File: config.mk
export PLATFORM = sky130hd
export DESIGN_NAME = program_loader_flat
export DESIGN_NICKNAME = d
export VERILOG_FILES = /design/src/rtl/program_loader_if.sv /design/src/rtl/program_loader.sv /design/src/flat_wrapper.sv
export SDC_FILE = /design/constraint.sdc
export NUM_CORES = 1
export LEC_CHECK = 0
export ABC_CLOCK_PERIOD_IN_PS = 1810
export CORE_MARGIN = 2
export CORE_UTILIZATION = 51
export DETAILED_ROUTE_END_ITERATION = 12
export PLACE_DENSITY_LB_ADDON = 0.25
export SYNTH_ARGS = -nofsm -noshare
export SYNTH_HDL_FRONTEND = slang
export SYNTH_SLANG_ARGS = --single-unit
File: constraint.sdc
create_clock -name clk -period 1.81 [get_ports clk]
set_input_delay 0.2715 -clock clk [delete_from_list [all_inputs] [get_ports clk]]
set_output_delay 0.2715 -clock clk [all_outputs]
set_load 0.05 [all_outputs]
File: src/rtl/program_loader_if.sv
`default_nettype none
// ============================================================================
// Module  : program_loader_if
// Brief   : Byte-stream input and program-memory write port of the loader.
// Revision: 1.0
// ============================================================================
interface program_loader_if #(
    parameter int ADDR_WIDTH = 5
);
    logic [7:0]            rx_data;
    logic                  rx_valid;
    logic                  rx_ready;
    logic [ADDR_WIDTH-1:0] mem_address;
    logic [31:0]           mem_data;
    logic                  mem_wren;
    logic                  cpu_hold;
    logic                  load_done;
    logic                  load_error;
    logic [ADDR_WIDTH:0]   words_loaded;

    modport master (
        input  rx_data, rx_valid,
        output rx_ready, mem_address, mem_data, mem_wren,
        output cpu_hold, load_done, load_error, words_loaded
    );

    modport slave (
        output rx_data, rx_valid,
        input  rx_ready, mem_address, mem_data, mem_wren,
        input  cpu_hold, load_done, load_error, words_loaded
    );
endinterface
`default_nettype wire

File: src/rtl/program_loader.sv
`default_nettype none
// ============================================================================
// Module  : program_loader
// Brief   : Frames a byte stream into 32-bit words and writes program memory
//           while holding the core in reset.
// Revision: 1.0
// ============================================================================
module program_loader #(
    parameter int ADDR_WIDTH     = 5,
    parameter int TIMEOUT_CYCLES = 1000000
) (
    input  wire logic        clk,
    input  wire logic        rst_n,
    program_loader_if.master bus
);
    localparam int LW    = ADDR_WIDTH + 1;
    localparam int DEPTH = 1 << ADDR_WIDTH;
    localparam int TW    = (TIMEOUT_CYCLES > 1) ? $clog2(TIMEOUT_CYCLES) : 1;
    localparam logic [TW-1:0] c_TIMER_LAST = TW'(TIMEOUT_CYCLES - 1);

    typedef enum logic [2:0] {
        S_IDLE  = 3'd0,
        S_LOAD  = 3'd1,
        S_WRITE = 3'd2,
        S_CHECK = 3'd3,
        S_DONE  = 3'd4,
        S_ERROR = 3'd5
    } state_t;

    state_t                r_state;
    logic [LW-1:0]         r_len;
    logic [LW-1:0]         r_words;
    logic [1:0]            r_idx;
    logic [23:0]           r_word;
    logic [7:0]            r_csum;
    logic [TW-1:0]         r_timer;
    logic [ADDR_WIDTH-1:0] r_mem_addr;
    logic [31:0]           r_mem_data;
    logic                  r_mem_wren;
    logic                  r_cpu_hold;
    logic                  r_done;
    logic                  r_err;

    logic                  w_ready;
    logic                  w_accept;
    logic                  w_len_ok;
    logic [LW-1:0]         w_words_inc;
    logic [7:0]            w_csum_next;

    // The only cycle a byte cannot be taken is the single memory write cycle.
    assign w_ready     = (r_state != S_WRITE);
    assign w_accept    = bus.rx_valid && w_ready;
    assign w_len_ok    = (bus.rx_data != 8'd0) && (32'(bus.rx_data) <= 32'(DEPTH));
    assign w_words_inc = r_words + LW'(1);
    assign w_csum_next = r_csum + bus.rx_data;

    always_ff @(posedge clk or negedge rst_n) begin
        if (!rst_n) begin
            r_state    <= S_IDLE;
            r_len      <= '0;
            r_words    <= '0;
            r_idx      <= 2'd0;
            r_word     <= 24'd0;
            r_csum     <= 8'd0;
            r_timer    <= '0;
            r_mem_addr <= '0;
            r_mem_data <= 32'd0;
            r_mem_wren <= 1'b0;
            r_cpu_hold <= 1'b0;
            r_done     <= 1'b0;
            r_err      <= 1'b0;
        end else begin
            r_mem_wren <= 1'b0;
            case (r_state)
                S_IDLE, S_DONE, S_ERROR: begin
                    if (w_accept) begin
                        r_cpu_hold <= 1'b1;
                        r_done     <= 1'b0;
                        r_words    <= '0;
                        if (w_len_ok) begin
                            r_state <= S_LOAD;
                            r_err   <= 1'b0;
                            r_len   <= LW'(bus.rx_data);
                            r_idx   <= 2'd0;
                            r_csum  <= 8'd0;
                            r_timer <= '0;
                        end else begin
                            r_state <= S_ERROR;
                            r_err   <= 1'b1;
                        end
                    end
                end
                S_LOAD: begin
                    if (w_accept) begin
                        r_timer <= '0;
                        r_csum  <= w_csum_next;
                        r_idx   <= r_idx + 2'd1;
                        case (r_idx)
                            2'd0: r_word[7:0]   <= bus.rx_data;
                            2'd1: r_word[15:8]  <= bus.rx_data;
                            2'd2: r_word[23:16] <= bus.rx_data;
                            default: begin
                                r_state    <= S_WRITE;
                                r_mem_wren <= 1'b1;
                                r_mem_addr <= r_words[ADDR_WIDTH-1:0];
                                r_mem_data <= {bus.rx_data, r_word};
                            end
                        endcase
                    end else if (r_timer == c_TIMER_LAST) begin
                        r_state <= S_ERROR;
                        r_err   <= 1'b1;
                    end else begin
                        r_timer <= r_timer + TW'(1);
                    end
                end
                S_WRITE: begin
                    r_words <= w_words_inc;
                    r_timer <= '0;
                    r_state <= (w_words_inc == r_len) ? S_CHECK : S_LOAD;
                end
                S_CHECK: begin
                    if (w_accept) begin
                        if (bus.rx_data == r_csum) begin
                            r_state    <= S_DONE;
                            r_cpu_hold <= 1'b0;
                            r_done     <= 1'b1;
                        end else begin
                            r_state <= S_ERROR;
                            r_err   <= 1'b1;
                        end
                    end else if (r_timer == c_TIMER_LAST) begin
                        r_state <= S_ERROR;
                        r_err   <= 1'b1;
                    end else begin
                        r_timer <= r_timer + TW'(1);
                    end
                end
                default: r_state <= S_IDLE;
            endcase
        end
    end

    assign bus.rx_ready     = w_ready;
    assign bus.mem_address  = r_mem_addr;
    assign bus.mem_data     = r_mem_data;
    assign bus.mem_wren     = r_mem_wren;
    assign bus.cpu_hold     = r_cpu_hold;
    assign bus.load_done    = r_done;
    assign bus.load_error   = r_err;
    assign bus.words_loaded = r_words;
endmodule
`default_nettype wire

File: src/flat_wrapper.sv
// flat-port wrapper written by rule: the top's interface ports become plain ports
module program_loader_flat 
#(
    parameter int ADDR_WIDTH     = 5,
    parameter int TIMEOUT_CYCLES = 1000000
)
  (clk, rst_n, bus_rx_data, bus_rx_valid, bus_rx_ready, bus_mem_address, bus_mem_data, bus_mem_wren, bus_cpu_hold, bus_load_done, bus_load_error, bus_words_loaded);
  program_loader_if #(.ADDR_WIDTH(ADDR_WIDTH)) bus_i ();
  input  wire logic clk;
  input  wire logic rst_n;
  input wire logic [$bits(bus_i.rx_data)-1:0] bus_rx_data;
  input wire logic [$bits(bus_i.rx_valid)-1:0] bus_rx_valid;
  output wire logic [$bits(bus_i.rx_ready)-1:0] bus_rx_ready;
  output wire logic [$bits(bus_i.mem_address)-1:0] bus_mem_address;
  output wire logic [$bits(bus_i.mem_data)-1:0] bus_mem_data;
  output wire logic [$bits(bus_i.mem_wren)-1:0] bus_mem_wren;
  output wire logic [$bits(bus_i.cpu_hold)-1:0] bus_cpu_hold;
  output wire logic [$bits(bus_i.load_done)-1:0] bus_load_done;
  output wire logic [$bits(bus_i.load_error)-1:0] bus_load_error;
  output wire logic [$bits(bus_i.words_loaded)-1:0] bus_words_loaded;
  assign bus_i.rx_data = bus_rx_data;
  assign bus_i.rx_valid = bus_rx_valid;
  assign bus_rx_ready = bus_i.rx_ready;
  assign bus_mem_address = bus_i.mem_address;
  assign bus_mem_data = bus_i.mem_data;
  assign bus_mem_wren = bus_i.mem_wren;
  assign bus_cpu_hold = bus_i.cpu_hold;
  assign bus_load_done = bus_i.load_done;
  assign bus_load_error = bus_i.load_error;
  assign bus_words_loaded = bus_i.words_loaded;
  program_loader #(.ADDR_WIDTH(ADDR_WIDTH), .TIMEOUT_CYCLES(TIMEOUT_CYCLES)) u_core (.clk(clk), .rst_n(rst_n), .bus(bus_i));
endmodule
Word-level counts from Yosys, hierarchy flattened
Index checks and enable logic that the tools add are counted.
{"block": "totals", "out_inout_bits": 48, "wordCells": 107, "reg_bits": 110}
{"block": "classes", "magnitude_cmp": 1, "n_mux": 43, "addsub": 4, "bitwise_logic": 1, "reduce_logical": 23, "eq_ne": 20}
{"op": "20-bit 2-to-1 mux", "count": 5}
{"op": "20-bit case mux with 4 select lines", "count": 1}
{"op": "8-bit 2-to-1 mux", "count": 3}
{"op": "20-bit by 1-bit adder with 20-bit output, second input constant", "count": 1}
{"op": "20-bit equality test, second input constant", "count": 1}
{"op": "3-bit 2-to-1 mux", "count": 6}
{"op": "1-bit 2-to-1 mux", "count": 16}
{"op": "8-bit case mux with 2 select lines", "count": 1}
{"op": "4-bit AND reduction", "count": 4}
{"op": "3-bit AND reduction", "count": 5}
{"op": "3-bit case mux with 4 select lines", "count": 1}
{"op": "6-bit case mux with 2 select lines", "count": 1}
{"op": "2-bit by 1-bit != test with 1-bit output, second input constant", "count": 5}
{"op": "8-bit adder", "count": 1}
{"op": "8-bit equality test", "count": 1}
{"op": "8-bit by 6-bit <= comparator with 1-bit output, second input constant", "count": 1}
{"op": "2-bit 2-to-1 mux", "count": 4}
{"op": "8-bit nonzero test", "count": 1}
{"op": "6-bit by 1-bit adder with 6-bit output, second input constant", "count": 1}
{"op": "3-bit by 2-bit equality test with 1-bit output, second input constant", "count": 2}
{"op": "3-bit equality test, second input constant", "count": 2}
{"op": "6-bit equality test", "count": 1}
{"op": "6-bit 2-to-1 mux", "count": 1}
{"op": "3-bit != test, second input constant", "count": 2}
{"op": "other kinds (18)", "count": 25}

Logic depth before layout (Yosys ltp)
Gate-level depths: netlist (run 1).
{"block": "logic_depth", "depth_word": 5, "depth_mapped": 8}

Least setup slack after synthesis (run 1)
Ideal clock, no wire load.
{"block": "synth_timing", "path_kind": "register to register", "from": "register u_core.r_csum[1]", "to": "register u_core.r_csum[7]", "path_stages_with_launch": 7, "arrival_time_ps": 1913, "slack_ps": -172, "period_less_slack_ps": 1982, "t_required_ps": 1741, "path_cell_list": "dfrtp_1 -> ha_1 -> a21oi_1 -> o2111ai_1 -> and3_1 -> or4b_2 -> nand3_1"}
{"block": "synth_between", "elab_chain_len": 3}
{"item": "start, declared", "line_no": "program_loader.sv:35", "rtl": "logic [7:0] r_csum;"}
{"item": "start signal, assigned", "line_no": "program_loader.sv:96", "rtl": "r_csum <= w_csum_next;"}
{"item": "8-bit adder", "line_no": "program_loader.sv:55", "rtl": "assign w_csum_next = r_csum + bus.rx_data;"}
{"item": "8-bit 2-to-1 mux", "line_no": "program_loader.sv:94", "rtl": "if (w_accept) begin"}
{"item": "8-bit case mux with 2 select lines", "line_no": "program_loader.sv:74", "rtl": "case (r_state)"}
Every way passes these cells. The select of a mux whose other input is x is not followed.
A chain may end at the register's enable or synchronous reset.

Worst setup path in the final report (run 1)
{"block": "layout_timing", "from": "register u_core.r_csum[0]", "to": "register u_core.r_csum[6]"}
The elaborated chain is that of the path after synthesis.

==> flow_summary.ini, run 1 <==
[critical_path]
cp_max_fo = 2
crit_start = u_core.r_csum[0]
critPathArrivalTime_ns = 2.23
critical_path_class = register to register
r2r_slack_ns = -0.1
required_ns = 2.14
critPathMaxStageDelay_ns = 0.43
cp-end-kind = register
crit_path_start_kind = register
reg2reg_depth = 7
r2r-start = u_core.r_csum[0]
crit_path_cell_trace = ha_4, fa_2, a21o_1, a21o_1, a21oi_2, mux2_4, nand3_2
critPathSlowestCell = dfrtp_1
worst_r2r_endpoint = u_core.r_csum[6]
cp_common_cell = a21o_1

[flow_run]
maxCapViolations = 0

[final_layout]
final_cells = 745
multi_input_area_sq_mm = 0.00278
area_growth_pct = 36.9
final_nets = 629
n_antenna_cell = 0
drive_gt1_share_pct = 44.5
fillers = 702
seq_area_sq_mm = 0.00276

[grt]
grt_pass1_vias = 4336
grt_max_degree = 40
grt_pass1_wl_um = 22100
grt_usage_pct = 24.8
antenna_found_initial = 0
overflow = 0

[timing]
worst_slack_ns = -0.0984
tightest_slew_ns = 0.560
period_minus_slack_ns = 1.91
finClkSkew_ns = 0.00500
rsz0062_at_grt = yes
hold_viol = 0
slew_violations = 0
setup_tns_ns = -0.408
max_freq_mhz = 524
slew_headroom_pct = 62.7
setup_violations = 22
post-route-period-util_pct = 105

[synth]
syn-num-nets = 480
yosys_warnings = 0
syn_inst = 455
synth_edf_count = 0
synth_common_cells = dfrtp_1, mux2_2, nand2_1
synth_top_area_share_pct = 51.7
synth_area_leaders = dfrtp_1, mux2_2, ha_1
post-synth-top-area-cell = dfrtp_1
synth_cell_types = 61
yosys.cell_count.top_type = dfrtp_1
synthArstFlopShare_pct = 100
ys_seq_elements = 110
synth_flop_cell = dfrtp_1
syn_area_sq_mm = 0.00532
synth-seq-area-share_pct = 51.7
avgSynthCellArea_sq_um = 11.7

[routing]
final_antenna_net_count = 0
dr_total_vias = 4246
totalWireLength_um = 13800
wl_per_cell_um = 18.5
drc_errors = 0
dr.first_iter.drc_count = 253
avgViaCountPerCell = 5.70
drtPass1Iterations = 4

[clocking]
cts.path.max_buffers = 2
worstSkewPairLatency_ns = 0.38
clkSlewWorstSetupHoldPaths_ns = 0.10
cts_buffers = 9
htreeDepth = 3
clock-sinks = 110
cts_tree = yes
clockRootBuffer = clkbuf_8

[placed_design]
dp.cells = 717
place.gp.congestion = 0.864
dp_hpwl_um = 9250
numPortBuffers = 58

[hold_path]
hold_start = bus_rx_data[0]
holdPathStages = 3
min_path_type = primary input to register
hold_end = u_core.r_len[0]

[run_status]
violations = setup timing
status = finished, violations left

[power]
ir_drop_mv = 1.22
leakagePower_nw = 3.47
powerDensity_mw_per_mm2 = 1400
p_total_mw = 10.2

[floorplan]
die_height_um = 106
ios = 59
die_w_um = 106
core-area_sq_mm = 0.0102
die-area_sq_mm = 0.0113
core.rowCount = 37
start_util_pct = 52.0
==> report_power, final <==
group / internal, mW / switching [mW]
clock: 0.694 / 0.870
sequential: 3.23 / 0.526
combinational: 2.14 / 2.71
total: 6.07 / 4.11
==> cell type report <==
class	count	area share, %
clock inverter	5	0.876
timing repair buffer	157	18.2
tap	136	2.34
clock buffer	11	1.94
inverter	11	0.567
multi-input combinational	315	38.2
sequential	110	37.9
==> worst max path at each step <==
stage	end	slack, ns	depth (start not counted)
4_1_cts	u_core.r_csum[7]	-0.09	6
3_5_place_dp	u_core.r_csum[7]	-0.75	8
3_3_place_gp	u_core.r_len[3]	-0.69	6
5_1_grt	u_core.r_csum[6]	-0.14	7
6_report	u_core.r_csum[6]	-0.1	7
2_1_floorplan	u_core.r_csum[7]	-0.14	6
==> sequential cells by signal, summed over array words and instances (netlist names) <==
signal / flops
u_core.bus.mem_wren: 1
u_core.r_word: 24
u_core.bus.mem_address: 5
u_core.bus.load_error: 1
u_core.r_len: 6
u_core.r_csum: 8
u_core.bus.mem_data: 32
u_core.r_state: 3
u_core.bus.words_loaded: 6
u_core.r_timer: 20
u_core.r_idx: 2
u_core.bus.cpu_hold: 1
u_core.bus.load_done: 1
==> placed cells by master, fill, tap and decap left out, types with 8 or more instances in the layout <==
cell type / n
a21oi_1: 8
buf_4: 99
buf_6: 8
clkbuf_8: 10
dfrtp_1: 106
dlygate4sd2_1: 37
inv_1: 10
mux2_2: 63
nand2_1: 31
nand3_1: 10
nor2_1: 11
o21ai_0: 28
xor2_1: 8
==> cells by family (layout without fill, tap and decap cells) <==
logic type,Yosys count,after routing,share of synthesized area [%]
adders and majority gates,14,14,3.43
xor gates and xnor gates,15,15,2.47
and+or+nand+nor,116,116,11.5
AOI/OAI and AO/OA,100,100,12.8
muxes,70,70,15.2
buffers and inverters,30,184,2.77
DFF,110,110,51.7
==> per-stage QoR <==
step | instance area [sq um] | setup slack [ns] | util (%) | hold slack (ns)
final | 7280 | -0.0984 | 71.2 | 0.294
after global routing | 7280 | -0.142 | 71.2 | 0.289
after CTS | 7070 | -0.0877 | 69.1 | 0.315
after detailed placement | 6650 | -0.754 | 65.0 | 0.290
after global placement | 6650 | -0.692 | 65.0 | 0.288
after floorplan | 5350 | -0.135 | - | -0.0241
==> per-layer routing <==
metal	track usage (%)	part of all wire, %	vias to the layer above	wire length, um
met5	0	0	-	0
met4	7.71	1.9	0	268
met3	3.62	3.2	21	436
met2	41.9	51	102	6980
met1	33.3	44	2150	6110
li1	-	-	1973	-
==> critical path: cells and delay by family (launching register included) <==
| family | cells | cell delay (ns) |
|---|---|---|
| AOI/OAI and AO/OA | 3 | 0.51 |
| adders and majority gates | 2 | 0.52 |
| DFF | 1 | 0.43 |
| muxes | 1 | 0.32 |
| and+or+nand+nor | 1 | 0.07 |
==> what timing repair did <==
item / 4_1_cts / 5_1_grt
hold endpoints to repair: 35 / 0
setup endpoints to repair: 91 / 76
cloned: 0 / 1
setup buffers: 6 / 4
pin swaps: 16 / 26
hold buffers: 1 / 0
gates resized for setup: 85 / 47
No activity file was read; power rests on OpenSTA's default activity.
==> run 2, diff against run 1 <==
SKIP_LAST_GASP = 1   (was default)
SLEW_MARGIN = 25   (was default)
==> run 2 against run 1 <==
Effect of this change:
- the run still ends with setup timing left
- clock skew grew 0.00089 ns
- critical path depth unchanged
- via count increased by 1.2%
- setup slack better by 0.021 ns
- non-clock buffer count is 8 higher
- worst hold slack better by 0.0051 ns
- flip-flop and latch count did not move
- cell area up 1.6%
- wire length is 2.8% higher
- largest cell class unchanged
- register-to-register slack gained 0.02 ns
- sequential power about the same
- maximum frequency increased by 1.1%
==> flow_summary.ini, run 2 (synthesis gave the netlist of run 1 again) <==
[power]
leakagePower_nw = 3.57
powerDensity_mw_per_mm2 = 1400
ir_drop_mv = 1.22

[run_status]
violations = setup timing
status = finished, violations left

[timing]
rsz0062_at_grt = yes
setup_violations = 16
slew_headroom_pct = 63.3
tightest_slew_ns = 0.550
hold_slack_ns = 0.299
setup_tns_ns = -0.614
max_freq_mhz = 530
post-route-period-util_pct = 104
period_minus_slack_ns = 1.89
slew_violations = 0
worst_slack_ns = -0.0779
hold_viol = 0
finClkSkew_ns = 0.00588

[final_layout]
area_growth_pct = 39.0
seq_area_sq_mm = 0.00276
final_nets = 637
n_antenna_cell = 0
drive_gt1_share_pct = 44.6
fillers = 692
largest_reg_flops = 32
final_cell_area_sq_mm = 0.00740
layout_common_cells = buf_4, dfrtp_1, mux2_2
multi_input_area_sq_mm = 0.00279

[hold_path]
hold_start = bus_rx_data[3]
hold_end = u_core.r_len[3]
holdPathStages = 3
min_path_type = primary input to register

[placed_design]
placed_cell_area_sq_mm = 0.00665
pre_cts_slack_ns = -0.754
numPortBuffers = 58
place.gp.congestion = 0.864
dp_hpwl_um = 9250

[routing]
wl_per_cell_um = 18.8
drtPass1Iterations = 4
avgViaCountPerCell = 5.71
totalWireLength_um = 14200
dr.first_iter.drc_count = 287
final_antenna_net_count = 0
drc_errors = 0
dr_total_vias = 4299

[floorplan]
die-area_sq_mm = 0.0113
die_w_um = 106
start_util_pct = 52.0
die_height_um = 106
core-area_sq_mm = 0.0102
ios = 59
core.rowCount = 37

[grt]
grt_max_degree = 40
overflow = 0
grt_pass1_wl_um = 22000
grt_pass1_vias = 4317
grt_usage_pct = 24.7
antenna_found_initial = 0

[flow_run]
maxCapViolations = 0

[clocking]
cts.path.max_buffers = 2
clkSlewWorstSetupHoldPaths_ns = 0.10
worstSkewPairLatency_ns = 0.38
htreeDepth = 3
cts_tree = yes
clockRootBuffer = clkbuf_8
cts_buffers = 9
clock-sinks = 110

[critical_path]
critical_path_class = register to register
r2r_slack_ns = -0.08
crit_path_start_kind = register
required_ns = 2.13
r2r-start = u_core.r_csum[0]
critPathArrivalTime_ns = 2.21
cp-end-kind = register
cp_max_fo = 2
worst_r2r_endpoint = u_core.r_csum[6]
reg2reg_depth = 7
[run 2: changes by cell type in the layout (fill, tap and decap cells not counted), sizes merged]
cell           change
buf                +4
clkdlybuf4s50      -1
clkbuf             +4
dlymetal6s2s       +1
[run 2: routing by layer]
layer	GRT usage, %	vias to the layer above	part of all wire (%)
met5	0	-	0
met4	7.42	0	1.7
met3	3.49	20	3.2
met2	41.8	106	51
met1	33.2	2177	45
li1	-	1996	-
[run 2: layout make-up]
cell class | count | area share, %
Multi-Input combinational cell | 315 | 37.7
Timing Repair Buffer | 165 | 19.4
Clock inverter | 5 | 0.863
Tap cell | 136 | 2.30
Inverter | 11 | 0.558
Sequential cell | 110 | 37.3
Clock buffer | 11 | 1.91
[run 2: timing repair]
action	CTS	global route
endpoints found under the hold margin	35	0
endpoints found under the setup margin	91	76
cloned	0	6
hold buffers	1	0
pin swaps	16	16
gates resized for setup	83	44
buffers inserted	6	7
[run 2: through the flow]
stage | cells | power [mW] | utilization (%)
6_report | 753 | 10.3 | 72.3
5_1_grt | 753 | 10.8 | 72.3
4_1_cts | 740 | 9.90 | 69.0
3_5_place_dp | 717 | 8.24 | 65.0
3_3_place_gp | 717 | 8.05 | 65.0
2_1_floorplan | 455 | 6.57 | -
[run 2: worst max path at each step]
stage                startpoint                to  slack [ns]
2_1_floorplan  u_core.r_csum[1]  u_core.r_csum[7]       -0.14
3_3_place_gp     bus_rx_data[2]   u_core.r_len[3]       -0.69
3_5_place_dp     bus_rx_data[2]  u_core.r_csum[7]       -0.75
4_1_cts        u_core.r_csum[1]  u_core.r_csum[7]       -0.09
5_1_grt        u_core.r_csum[0]  u_core.r_csum[6]       -0.12
6_report       u_core.r_csum[0]  u_core.r_csum[6]       -0.08
[run 2: critical path: stages, from the launching register on]
cell and delay, ns:
dfrtp_1 0.43, ha_4 0.18, fa_2 0.34, a21o_1 0.17, a21o_1 0.17, a21oi_2 0.15
mux2_4 0.32, nand3_2 0.07
[run 2: power breakdown]
group          switching [mW]  total, mW  internal (mW)
Clock                   0.856       1.55          0.694
Sequential              0.522       3.75           3.23
Combinational            2.75       5.02           2.27
